**src/rtl/rs232_rx_fifo_if.sv**
```systemverilog
// rs232_rx_fifo_if: bundle of the receive-buffer signals between the RS232R
// receiver, the CPU IO read path and the rs232_rx_fifo block.
//   rx_rdy/rx_data/rx_done : byte handshake with RS232R
//   rd/dout/rdy/full/count : CPU data port (word 2) and occupancy
//   ovf/clr_ovf            : sticky overflow flag and its clear
//   rts_n                  : hardware flow control, only with RX_FIFO_RTS_EN
// The slave modport is the FIFO side, the master modport the surrounding system.
interface rs232_rx_fifo_if #(
  parameter int AW = 4,
  parameter int DW = 8
);
  logic          rx_rdy;
  logic [DW-1:0] rx_data;
  logic          rx_done;
  logic          rd;
  logic [DW-1:0] dout;
  logic          rdy;
  logic          full;
  logic [AW:0]   count;
  logic          ovf;
  logic          clr_ovf;
`ifdef RX_FIFO_RTS_EN
  logic          rts_n;
`endif

  modport slave (
    input  rx_rdy, rx_data, rd, clr_ovf,
`ifdef RX_FIFO_RTS_EN
    output rts_n,
`endif
    output rx_done, dout, rdy, full, count, ovf
  );

  modport master (
    output rx_rdy, rx_data, rd, clr_ovf,
`ifdef RX_FIFO_RTS_EN
    input  rts_n,
`endif
    input  rx_done, dout, rdy, full, count, ovf
  );
endinterface

```
**src/rtl/rs232_rx_fifo.sv**
```systemverilog
// rs232_rx_fifo: receive buffer between RS232R and the CPU IO bus.
// Drains RS232R one byte per rdy assertion (acknowledged with a one-cycle
// rx_done), stores bytes in a 2**AW-entry first-word-fall-through FIFO and
// presents them to the CPU at its own pace.
// Ports:
//   clk     : system clock
//   rst     : asynchronous active-low reset
//   bus     : rs232_rx_fifo_if.slave (rx_rdy, rx_data, rx_done, rd, dout,
//             rdy, full, count, ovf, clr_ovf [, rts_n])
// Optional feature macro: RX_FIFO_RTS_EN adds registered rts_n flow control
// with hysteresis (assert at count >= depth-4, release at count <= depth/2).
module rs232_rx_fifo #(
  parameter int AW = 4,
  parameter int DW = 8
) (
  input  logic clk,
  input  logic rst,
  rs232_rx_fifo_if.slave bus
);

  localparam logic [AW:0] DEPTH = (AW+1)'(2**AW);

  typedef enum logic [1:0] {
    IDLE = 2'd0,
    ACK  = 2'd1,
    WAIT = 2'd2
  } state_t;

  state_t        state;
  logic          rx_done;
  logic [DW-1:0] mem [2**AW];
  logic [AW-1:0] wr_ptr;
  logic [AW-1:0] rd_ptr;
  logic [AW:0]   count;
  logic          ovf;

  logic          is_empty;
  logic          is_full;
  logic          push_req;
  logic          push_ok;
  logic          pop;

  assign is_empty = (count == '0);
  assign is_full  = (count == DEPTH);
  // A byte is offered only once per rdy assertion: only IDLE samples rx_rdy.
  assign push_req = (state == IDLE) && bus.rx_rdy;
  // Popping an empty FIFO is silently ignored.
  assign pop      = bus.rd && !is_empty;
  // When full, a simultaneous pop frees the slot the push needs.
  assign push_ok  = push_req && (!is_full || bus.rd);

  // Capture FSM; rx_done is registered and high only while in ACK.
  always_ff @(posedge clk or negedge rst) begin
    if (!rst) begin
      state   <= IDLE;
      rx_done <= 1'b0;
    end else begin
      rx_done <= 1'b0;
      case (state)
        IDLE: if (bus.rx_rdy) begin
          state   <= ACK;
          rx_done <= 1'b1;
        end
        ACK:  state <= WAIT;
        // Wait for RS232R to drop rdy so a late clear is not a second byte.
        WAIT: if (!bus.rx_rdy) state <= IDLE;
        default: state <= IDLE;
      endcase
    end
  end

  // Pointers, occupancy and the sticky overflow flag.
  always_ff @(posedge clk or negedge rst) begin
    if (!rst) begin
      wr_ptr <= '0;
      rd_ptr <= '0;
      count  <= '0;
      ovf    <= 1'b0;
    end else begin
      if (push_ok) wr_ptr <= wr_ptr + AW'(1);
      if (pop)     rd_ptr <= rd_ptr + AW'(1);
      if (push_ok && !pop)      count <= count + (AW+1)'(1);
      else if (!push_ok && pop) count <= count - (AW+1)'(1);
      // A dropped byte outranks a clear in the same cycle.
      if (push_req && !push_ok) ovf <= 1'b1;
      else if (bus.clr_ovf)     ovf <= 1'b0;
    end
  end

  // Storage is not reset; dout masks it while empty.
  always_ff @(posedge clk) begin
    if (push_ok) mem[wr_ptr] <= bus.rx_data;
  end

`ifdef RX_FIFO_RTS_EN
  logic rts_n;

  always_ff @(posedge clk or negedge rst) begin
    if (!rst) begin
      rts_n <= 1'b0;
    end else if (count >= DEPTH - (AW+1)'(4)) begin
      rts_n <= 1'b1;
    end else if (count <= (DEPTH >> 1)) begin
      rts_n <= 1'b0;
    end
  end

  assign bus.rts_n = rts_n;
`endif

  assign bus.rx_done = rx_done;
  assign bus.dout    = is_empty ? '0 : mem[rd_ptr];
  assign bus.rdy     = !is_empty;
  assign bus.full    = is_full;
  assign bus.count   = count;
  assign bus.ovf     = ovf;

endmodule

```
**src/flat_wrapper.sv**
```systemverilog
// flat-port wrapper written by rule: the top's interface ports become plain ports
module rs232_rx_fifo_flat 
#(
  parameter int AW = 4,
  parameter int DW = 8
)
  (clk, rst, bus_rx_rdy, bus_rx_data, bus_rd, bus_clr_ovf, bus_rx_done, bus_dout, bus_rdy, bus_full, bus_count, bus_ovf);
  rs232_rx_fifo_if #(.AW(AW), .DW(DW)) bus_i ();
  input  logic clk;
  input  logic rst;
  input wire logic [$bits(bus_i.rx_rdy)-1:0] bus_rx_rdy;
  input wire logic [$bits(bus_i.rx_data)-1:0] bus_rx_data;
  input wire logic [$bits(bus_i.rd)-1:0] bus_rd;
  input wire logic [$bits(bus_i.clr_ovf)-1:0] bus_clr_ovf;
  output wire logic [$bits(bus_i.rx_done)-1:0] bus_rx_done;
  output wire logic [$bits(bus_i.dout)-1:0] bus_dout;
  output wire logic [$bits(bus_i.rdy)-1:0] bus_rdy;
  output wire logic [$bits(bus_i.full)-1:0] bus_full;
  output wire logic [$bits(bus_i.count)-1:0] bus_count;
  output wire logic [$bits(bus_i.ovf)-1:0] bus_ovf;
  assign bus_i.rx_rdy = bus_rx_rdy;
  assign bus_i.rx_data = bus_rx_data;
  assign bus_i.rd = bus_rd;
  assign bus_i.clr_ovf = bus_clr_ovf;
  assign bus_rx_done = bus_i.rx_done;
  assign bus_dout = bus_i.dout;
  assign bus_rdy = bus_i.rdy;
  assign bus_full = bus_i.full;
  assign bus_count = bus_i.count;
  assign bus_ovf = bus_i.ovf;
  rs232_rx_fifo #(.AW(AW), .DW(DW)) u_core (.clk(clk), .rst(rst), .bus(bus_i));
endmodule
```
**config.mk**
```make
export PLATFORM = sky130hd
export DESIGN_NAME = rs232_rx_fifo_flat
export DESIGN_NICKNAME = d
export VERILOG_FILES = /design/src/rtl/rs232_rx_fifo_if.sv /design/src/rtl/rs232_rx_fifo.sv /design/src/flat_wrapper.sv
export SDC_FILE = /design/constraint.sdc
export NUM_CORES = 1
export LEC_CHECK = 0
export ABC_AREA = 1
export BUFFER_PORTS_ARGS = -buffer_cell sky130_fd_sc_hd__buf_4
export CAP_MARGIN = 15
export CORE_MARGIN = 2
export CORE_UTILIZATION = 45
export DETAILED_ROUTE_END_ITERATION = 7
export PLACE_DENSITY = 0.67
export REMOVE_ABC_BUFFERS = 1
export SETUP_SLACK_MARGIN = 0.3
export SYNTH_ARGS = -nofsm -noshare
export SYNTH_HDL_FRONTEND = slang
export SYNTH_SLANG_ARGS = --single-unit
```
**constraint.sdc**
```tcl
create_clock -name clk -period 2.6 [get_ports clk]
set_input_delay 0 -clock clk [delete_from_list [all_inputs] [get_ports clk]]
set_output_delay 0 -clock clk [all_outputs]
set_load 0.005 [all_outputs]
```
==> impl_metrics.yaml, run 1 <==
routing:
  wl_mm: 13.8
  first_iter_violations: 545
  drcViolationCount: 0
  route.detailed.wl_per_inst_um: 17.2
  avgViaCountPerCell: 5.24
  dr.pass1.iters: 8
  num_vias: 4188
  ant_nets: 0
timing:
  fmax_mhz: 454
  unrepaired_setup_endpoints_after_global_routing: "true"
  hold-worst-slack_ns: 0.413
  post-route-period-util_pct: 84.7
  clock-skew-final_ns: 0.00600
  drv_slew: 0
  slew_headroom_pct: 46.7
  setup_violations: 0
  min_clock_period_post_route_ns: 2.20
  max_slew.worst_pin.slew_ns: 0.797
  setup_ws_ns: 0.399
  tns_ns: 0
  hold_viol: 0
setup_path:
  endpoint_kind: "primary output"
  timing.critical_path.max_delay_family: "flip-flops"
  cp_cell_sequence: "buf_8 > nand2_1 > nand3_1 > nand3_1 > nand2_1 > nand2_1 > a21oi_1 > buf_4"
  cpMostUsedCell: "sky130_fd_sc_hd__nand2_1"
  crit_arrival_ns: 2.20
  timing.setup.critical_path_class: "reg -> out"
  critPathBufInv: 2
  worst_ep_required_time_ns: 2.60
  timing.critical_path.fanout_max: 51
  critPathMaxStageDelay_ns: 0.57
  setup.worst_path.start_class: "flip-flop"
  critical-path-slowest-cell: "sky130_fd_sc_hd__dfrtp_4"
floorplan:
  area_enclosed_by_the_die_boundary_sq_um: 14700
  fp.dieH_um: 121
  core_area_sq_um: 13300
  die_w_um: 121
  rows: 42
  i_o_pins: 30
  initial_utilization_pct: 46.4
global_route:
  grt_antenna_before_repair: 0
  grt.overflow.total: 0
  grt_pass1_vias: 4004
  total_routing_usage_gr_pct: 19.6
  grt_start_max_net_pins: 54
  global_route_wire_length_before_repair_mm: 21.3
logic_synthesis:
  post_synth_num_cell_types: 24
  post_synth_inst_count: 544
  yosysWarningCount: 0
  avgSynthCellArea_sq_um: 11.4
  netlist.area_leader.share_pct: 62.1
  syn-cell-area_sq_um: 6190
  yosysTopAreaCell: "sky130_fd_sc_hd__edfxtp_1"
  postSynthRegisterBits: 145
  netlist_top_cells_area: "sky130_fd_sc_hd__edfxtp_1 (62%), sky130_fd_sc_hd__nand2_1 (11%), sky130_fd_sc_hd__nand3_1 (8.4%)"
  synth_sequential_area_ratio_pct: 69.0
placed_design:
  dp_hpwl_mm: 8.31
  dp.cells: 741
  place_ws_ns: 0.0832
  placed_cell_area_sq_um: 6590
  gpl.final_weighted_congestion: 0.818
  port_buffers: 29
pwr:
  ir_worst_vdd_uv: 639
  p_leak_nw: 2.92
  post-layout-total-power_mw: 8.75
  cell_pwr_density_nw_per_um2: 1160
finish:
  finish.net_count: 633
  antennaDiodeCount: 0
  multi_input_area_sq_um: 1710
  drive_above_1_share_pct: 18.6
  fill_cells: 1111
  areaGrowthSynthToFinish_pct: 22.2
  postLayoutCellArea_sq_um: 7560
  final-seq-area_sq_um: 4280
  finalCoreUtilization_pct: 56.7
  final-instance-count-excl-fill: 799
clock_tree:
  ctsHtreeMaxLevel: 4
  numCtsBuffers: 17
  clk_transition_reported_paths_ns: 0.06
  cts-root-buf: "sky130_fd_sc_hd__clkbuf_16"
  cts_tree: "built"
  clock_sink_count: 145
  clk-insertion-delay-late_ns: 0.42
  max-clock-path-buffers: 2
hold_path:
  holdCritPathClass: "in -> reg"
outcome:
  status: "complete, no violations"
flow_run:
  cap_viol_max_count: 0
routing by layer:
layer / part of all wire (%) / vias up / GRT usage, % / routed length, um
met5: 0 / - / 0 / 0
met4: 1.6 / 0 / 8.33 / 214
met3: 5.9 / 15 / 4.18 / 812
met2: 49 / 147 / 31.3 / 6780
met1: 43 / 2015 / 25.9 / 5950
li1: - / 2011 / - / -
layout make-up:
class | instances | area share, %
Clock inverter | 14 | 2.83
Sequential cell | 145 | 56.5
Tap cell | 176 | 2.91
Clock buffer | 18 | 5.67
Inverter | 21 | 1.19
Multi-Input combinational cell | 352 | 22.5
Timing Repair Buffer | 73 | 8.30
repair_timing:
action                                 4_1_cts  5_1_grt
gates resized for setup                      9       15
setup endpoints to repair                   17        9
endpoints found under the hold margin      153        0
hold buffers                                14        0
pin swaps                                    1        0
buffers inserted                             2        6
gates cloned                                 0        1
cell usage in the layout, fill, tap and decap left out, drive strengths merged:
cell / Yosys / routed
a21oi: 11 / 11
buf: 24 / 55
bufinv: 0 / 5
clkbuf: 2 / 22
clkinv: 2 / 5
clkinvlp: 0 / 6
dfrtp: 17 / 17
dlygate4sd3: 0 / 14
edfxtp: 128 / 128
fa: 1 / 1
ha: 9 / 9
inv: 19 / 19
nand2: 188 / 188
nand3: 104 / 104
nor2: 9 / 9
nor3: 16 / 16
o21ai: 5 / 5
xnor2: 1 / 1
xor2: 8 / 8
state kept, by name, indices dropped and copies added (netlist names):
| register | flops |
|---|---|
| u_core.bus.count | 5 |
| u_core.bus.ovf | 1 |
| u_core.bus.rx_done | 1 |
| u_core.mem | 128 |
| u_core.rd_ptr | 4 |
| u_core.state | 2 |
| u_core.wr_ptr | 4 |
final timing paths:
path | end | start | cells after the start | slack, ns
min | u_core.rd_ptr[3]$_DFFE_PN0P_ | bus_rd | 4 | 0.41
max reg2reg | u_core.bus.count[4]$_DFFE_PN0P_ | u_core.bus.count[3]$_DFFE_PN0P_ | 14 | 0.41
min reg2reg | u_core.state[0]$_DFFE_PN0P_ | u_core.state[1]$_DFFE_PN0P_ | 1 | 0.50
max in group asynchronous | u_core.rd_ptr[0]$_DFFE_PN0P_ | rst | 3 | 1.28
min in group asynchronous | u_core.state[0]$_DFFE_PN0P_ | rst | 3 | 0.74
max | bus_dout[2] | u_core.rd_ptr[0]$_DFFE_PN0P_ | 8 | 0.40
worst register-to-register path: cells and delay by family, from the launching register on:
family          cells  cell delay, ns
compound gates      1            0.13
simple gates        8            0.72
buf+inv             2            0.15
flops               1            0.42
xor+xnor            1            0.16
fa+ha+maj           2            0.55
where the power goes:
part | internal, mW | total, mW | switching (mW)
Sequential | 2.77 | 2.98 | 0.204
Combinational | 1.20 | 3.15 | 1.95
Clock | 1.70 | 2.62 | 0.920
synth_stat cells:
cell type	number
sky130_fd_sc_hd__a21oi_1	11
sky130_fd_sc_hd__buf_2	11
sky130_fd_sc_hd__buf_4	6
sky130_fd_sc_hd__buf_6	7
sky130_fd_sc_hd__clkbuf_1	2
sky130_fd_sc_hd__clkinv_1	2
sky130_fd_sc_hd__dfrtp_1	17
sky130_fd_sc_hd__edfxtp_1	128
sky130_fd_sc_hd__fa_1	1
sky130_fd_sc_hd__ha_1	9
sky130_fd_sc_hd__inv_1	14
sky130_fd_sc_hd__inv_2	5
sky130_fd_sc_hd__nand2_1	185
sky130_fd_sc_hd__nand2_2	2
sky130_fd_sc_hd__nand2_4	1
sky130_fd_sc_hd__nand3_1	104
sky130_fd_sc_hd__nor2_1	6
sky130_fd_sc_hd__nor2_2	2
sky130_fd_sc_hd__nor2_4	1
sky130_fd_sc_hd__nor3_1	16
sky130_fd_sc_hd__o21ai_0	3
sky130_fd_sc_hd__o21ai_1	2
sky130_fd_sc_hd__xnor2_1	1
sky130_fd_sc_hd__xor2_1	8
kinds of logic (layout without fill, tap and decap cells):
logic type | count (synthesis) | count (layout) | share of synthesized area [%]
flip-flops | 145 | 145 | 69.0
buffers and inverters | 47 | 126 | 4.28
AO/OA/AOI/OAI | 16 | 16 | 1.29
XOR/XNOR | 9 | 9 | 1.27
adder cells (fa/ha/maj) | 10 | 10 | 2.14
AND/OR/NAND/NOR | 317 | 317 | 22.0
Note: power is estimated with default switching activity, not from simulation.
==> run 2: changes to the inputs <==
--- a/config.mk
+++ b/config.mk
@@ -11,7 +11,7 @@
 export CORE_MARGIN = 2
 export CORE_UTILIZATION = 45
 export DETAILED_ROUTE_END_ITERATION = 7
-export PLACE_DENSITY = 0.67
+export PLACE_DENSITY = 0.69
 export REMOVE_ABC_BUFFERS = 1
 export SETUP_SLACK_MARGIN = 0.3
 export SYNTH_ARGS = -nofsm -noshare
==> constraint.sdc (replaced) <==
create_clock -name clk -period 2 [get_ports clk]
set_input_delay 0 -clock clk [delete_from_list [all_inputs] [get_ports clk]]
set_output_delay 0 -clock clk [all_outputs]
set_load 0.005 [all_outputs]
==> run 2 against run 1 <==
The flow now finishes with violations (negative setup slack). Global-route usage up 5.4 points. Core utilization up 16 points. Total power up 75%. Register-to-register slack worse by 0.49 ns. Worst setup slack worse by 0.52 ns. Worst hold slack worse by 0.39 ns. Critical endpoint is now bus_dout[7]. Highest routed layer unchanged.
==> impl_metrics.yaml, run 2 (synthesis results as in run 1) <==
global_route:
  grt.overflow.total: 0
  total_routing_usage_gr_pct: 24.9
  grt_pass1_vias: 4923
  grt.met1_usage_pct: 30.3
  global_route_wire_length_before_repair_mm: 26.8
  grt_start_max_net_pins: 35
  met2_usage_pct: 42.8
  gr-usage-met3_pct: 5.92
  gr-max-usage-layer: "met2"
  grt_antenna_before_repair: 0
finish:
  registers.top_by_ff_count: "u_core.mem"
  finalCoreUtilization_pct: 72.3
  finish.net_count: 713
  drive_above_1_share_pct: 55.8
  areaGrowthSynthToFinish_pct: 56.0
  flip_flop_count_of_the_largest_register_after_layout: 128
  layout_common_cells: "sky130_fd_sc_hd__edfxtp_1 (128), sky130_fd_sc_hd__nand2_1 (96), sky130_fd_sc_hd__nand3_2 (78)"
  antennaDiodeCount: 0
  fill_cells: 765
  final_common_cell: "sky130_fd_sc_hd__edfxtp_1"
  reg.largest.list: "u_core.mem (128), u_core.bus.count (5)"
hold_path:
  holdCritPathClass: "in -> reg"
  worst_hold_path.endpoint: "u_core.rd_ptr[0]$_DFFE_PN0P_"
  hold_path_depth: 4
  min-delay-start: "bus_rd"
setup_path:
  setup.worst_path.start_class: "flip-flop"
  timing.setup.critical_path_class: "reg -> out"
  rr_endpoint: "u_core.bus.count[4]$_DFFE_PN0P_"
  endpoint_kind: "primary output"
  timing.critical_path.fanout_max: 7
  worst_ep_required_time_ns: 2.00
  r2r_start: "u_core.bus.count[2]$_DFFE_PN0P_"
  worst-r2r-cell-count: 14
  timing.reg2reg.setup_slack_ns: -0.08
  crit_arrival_ns: 2.13
timing:
  unrepaired_setup_endpoints_after_global_routing: "true"
  hold_viol: 0
  min_clock_period_post_route_ns: 2.13
  setup_ws_ns: -0.126
  drv_slew: 0
  post-route-period-util_pct: 106
  slew_headroom_pct: 41.0
  max_slew.worst_pin.slew_ns: 0.882
  tns_ns: -0.415
  fmax_mhz: 470
  setup_violations: 9
  hold-worst-slack_ns: 0.0249
  clock-skew-final_ns: 0.00906
floorplan:
  initial_utilization_pct: 46.4
  core_area_sq_um: 13300
  i_o_pins: 30
  rows: 42
  area_enclosed_by_the_die_boundary_sq_um: 14700
  die_w_um: 121
  fp.dieH_um: 121
pwr:
  cell_pwr_density_nw_per_um2: 1590
  p_leak_nw: 3.91
  ir_worst_vdd_uv: 897
  post-layout-total-power_mw: 15.3
routing:
  num_vias: 5009
  first_iter_violations: 721
  wl_mm: 19.9
  avgViaCountPerCell: 5.70
  ant_nets: 0
  route.detailed.wl_per_inst_um: 22.6
  dr.pass1.iters: 8
  drcViolationCount: 0
flow_run:
  cap_viol_max_count: 0
outcome:
  failed_checks: "negative setup slack"
  status: "complete, but fails checks"
clock_tree:
  clk-insertion-delay-late_ns: 0.42
  cts-root-buf: "sky130_fd_sc_hd__clkbuf_16"
  ctsHtreeMaxLevel: 4
  clk_transition_reported_paths_ns: 0.06
  clock_sink_count: 145
  numCtsBuffers: 17
  cts_tree: "built"
  max-clock-path-buffers: 2
placed_design:
  gpl.final_weighted_congestion: 0.784
  dp_hpwl_mm: 8.64
  port_buffers: 29
==> run 2: changes by cell type in the layout (fill, tap and decap cells not counted), moves of 17 or more <==
cell                      delta
sky130_fd_sc_hd__buf_12     +20
sky130_fd_sc_hd__buf_4      +19
sky130_fd_sc_hd__buf_6      +33
sky130_fd_sc_hd__nand2_1    -89
sky130_fd_sc_hd__nand2_2    +72
sky130_fd_sc_hd__nand2_4    +17
sky130_fd_sc_hd__nand3_1    -79
sky130_fd_sc_hd__nand3_2    +78
==> run 2: worst max-delay path by stage <==
stage | start | endpoint | depth (start not counted)
finish | u_core.rd_ptr[0]$_DFFE_PN0P_ | bus_dout[7] | 11
global route | u_core.bus.count[2]$_DFFE_PN0P_ | u_core.bus.count[4]$_DFFE_PN0P_ | 14
CTS | u_core.bus.count[3]$_DFFE_PN0P_ | u_core.bus.count[4]$_DFFE_PN0P_ | 14
detailed placement | u_core.bus.count[3]$_DFFE_PN0P_ | u_core.bus.count[4]$_DFFE_PN0P_ | 15
global placement | u_core.bus.count[3]$_DFFE_PN0P_ | u_core.bus.count[4]$_DFFE_PN0P_ | 15
floorplan | u_core.rd_ptr[0]$_DFFE_PN0P_ | bus_dout[0] | 7
==> run 2: critical path, cell delays in order (launching register included) <==
cell,delay [ns]
sky130_fd_sc_hd__dfrtp_2,0.48
sky130_fd_sc_hd__inv_8,0.10
sky130_fd_sc_hd__buf_12,0.15
sky130_fd_sc_hd__buf_16,0.14
sky130_fd_sc_hd__buf_6,0.10
sky130_fd_sc_hd__nand2_1,0.06
sky130_fd_sc_hd__nand3_2,0.07
sky130_fd_sc_hd__nand3_2,0.09
sky130_fd_sc_hd__nand2_2,0.11
sky130_fd_sc_hd__nand2_2,0.08
sky130_fd_sc_hd__a21oi_2,0.19
sky130_fd_sc_hd__buf_4,0.13
==> run 2: repair_timing <==
| item | in CTS | in global routing |
|---|---|---|
| endpoints found under the setup margin | 62 | 124 |
| cloned | 9 | 3 |
| hold buffers | 13 | 0 |
| pin swaps | 41 | 69 |
| endpoints found under the hold margin | 150 | 0 |
| buffers inserted | 31 | 21 |
| resized for setup | 188 | 130 |
==> run 2: final cells by class <==
cell class | instances | area [sq um] | share of cell area (%)
clock buffer | 17 | 425 | 4.41
clock inverter | 15 | 173 | 1.79
sequential | 145 | 4270 | 44.2
tap | 176 | 220 | 2.28
inverter | 21 | 103 | 1.06
multi-input combinational | 352 | 2650 | 27.5
timing repair buffer | 153 | 1810 | 18.7
==> run 2: power by group <==
group          leakage (nW)  internal, mW  switching [mW]
Combinational          2.26          3.81            4.39
Clock                 0.289          1.88            1.37
Sequential             1.36          3.59           0.302
==> run 2: per-layer routing <==
layer	vias up	wire length, um
met4	0	966
met2	293	10100
met3	85	1590
li1	2183	-
met5	-	0
met1	2448	7250
==> run 2: per-stage QoR <==
stage                     instances  instance area, sq um  worst slack (ns)
after floorplan                 518                  6000            -0.444
after global placement          770                  6810            -0.184
after detailed placement        770                  6810            -0.326
after CTS                       855                  8840           -0.0587
after global routing            879                  9660            -0.206
final                           879                  9660            -0.126
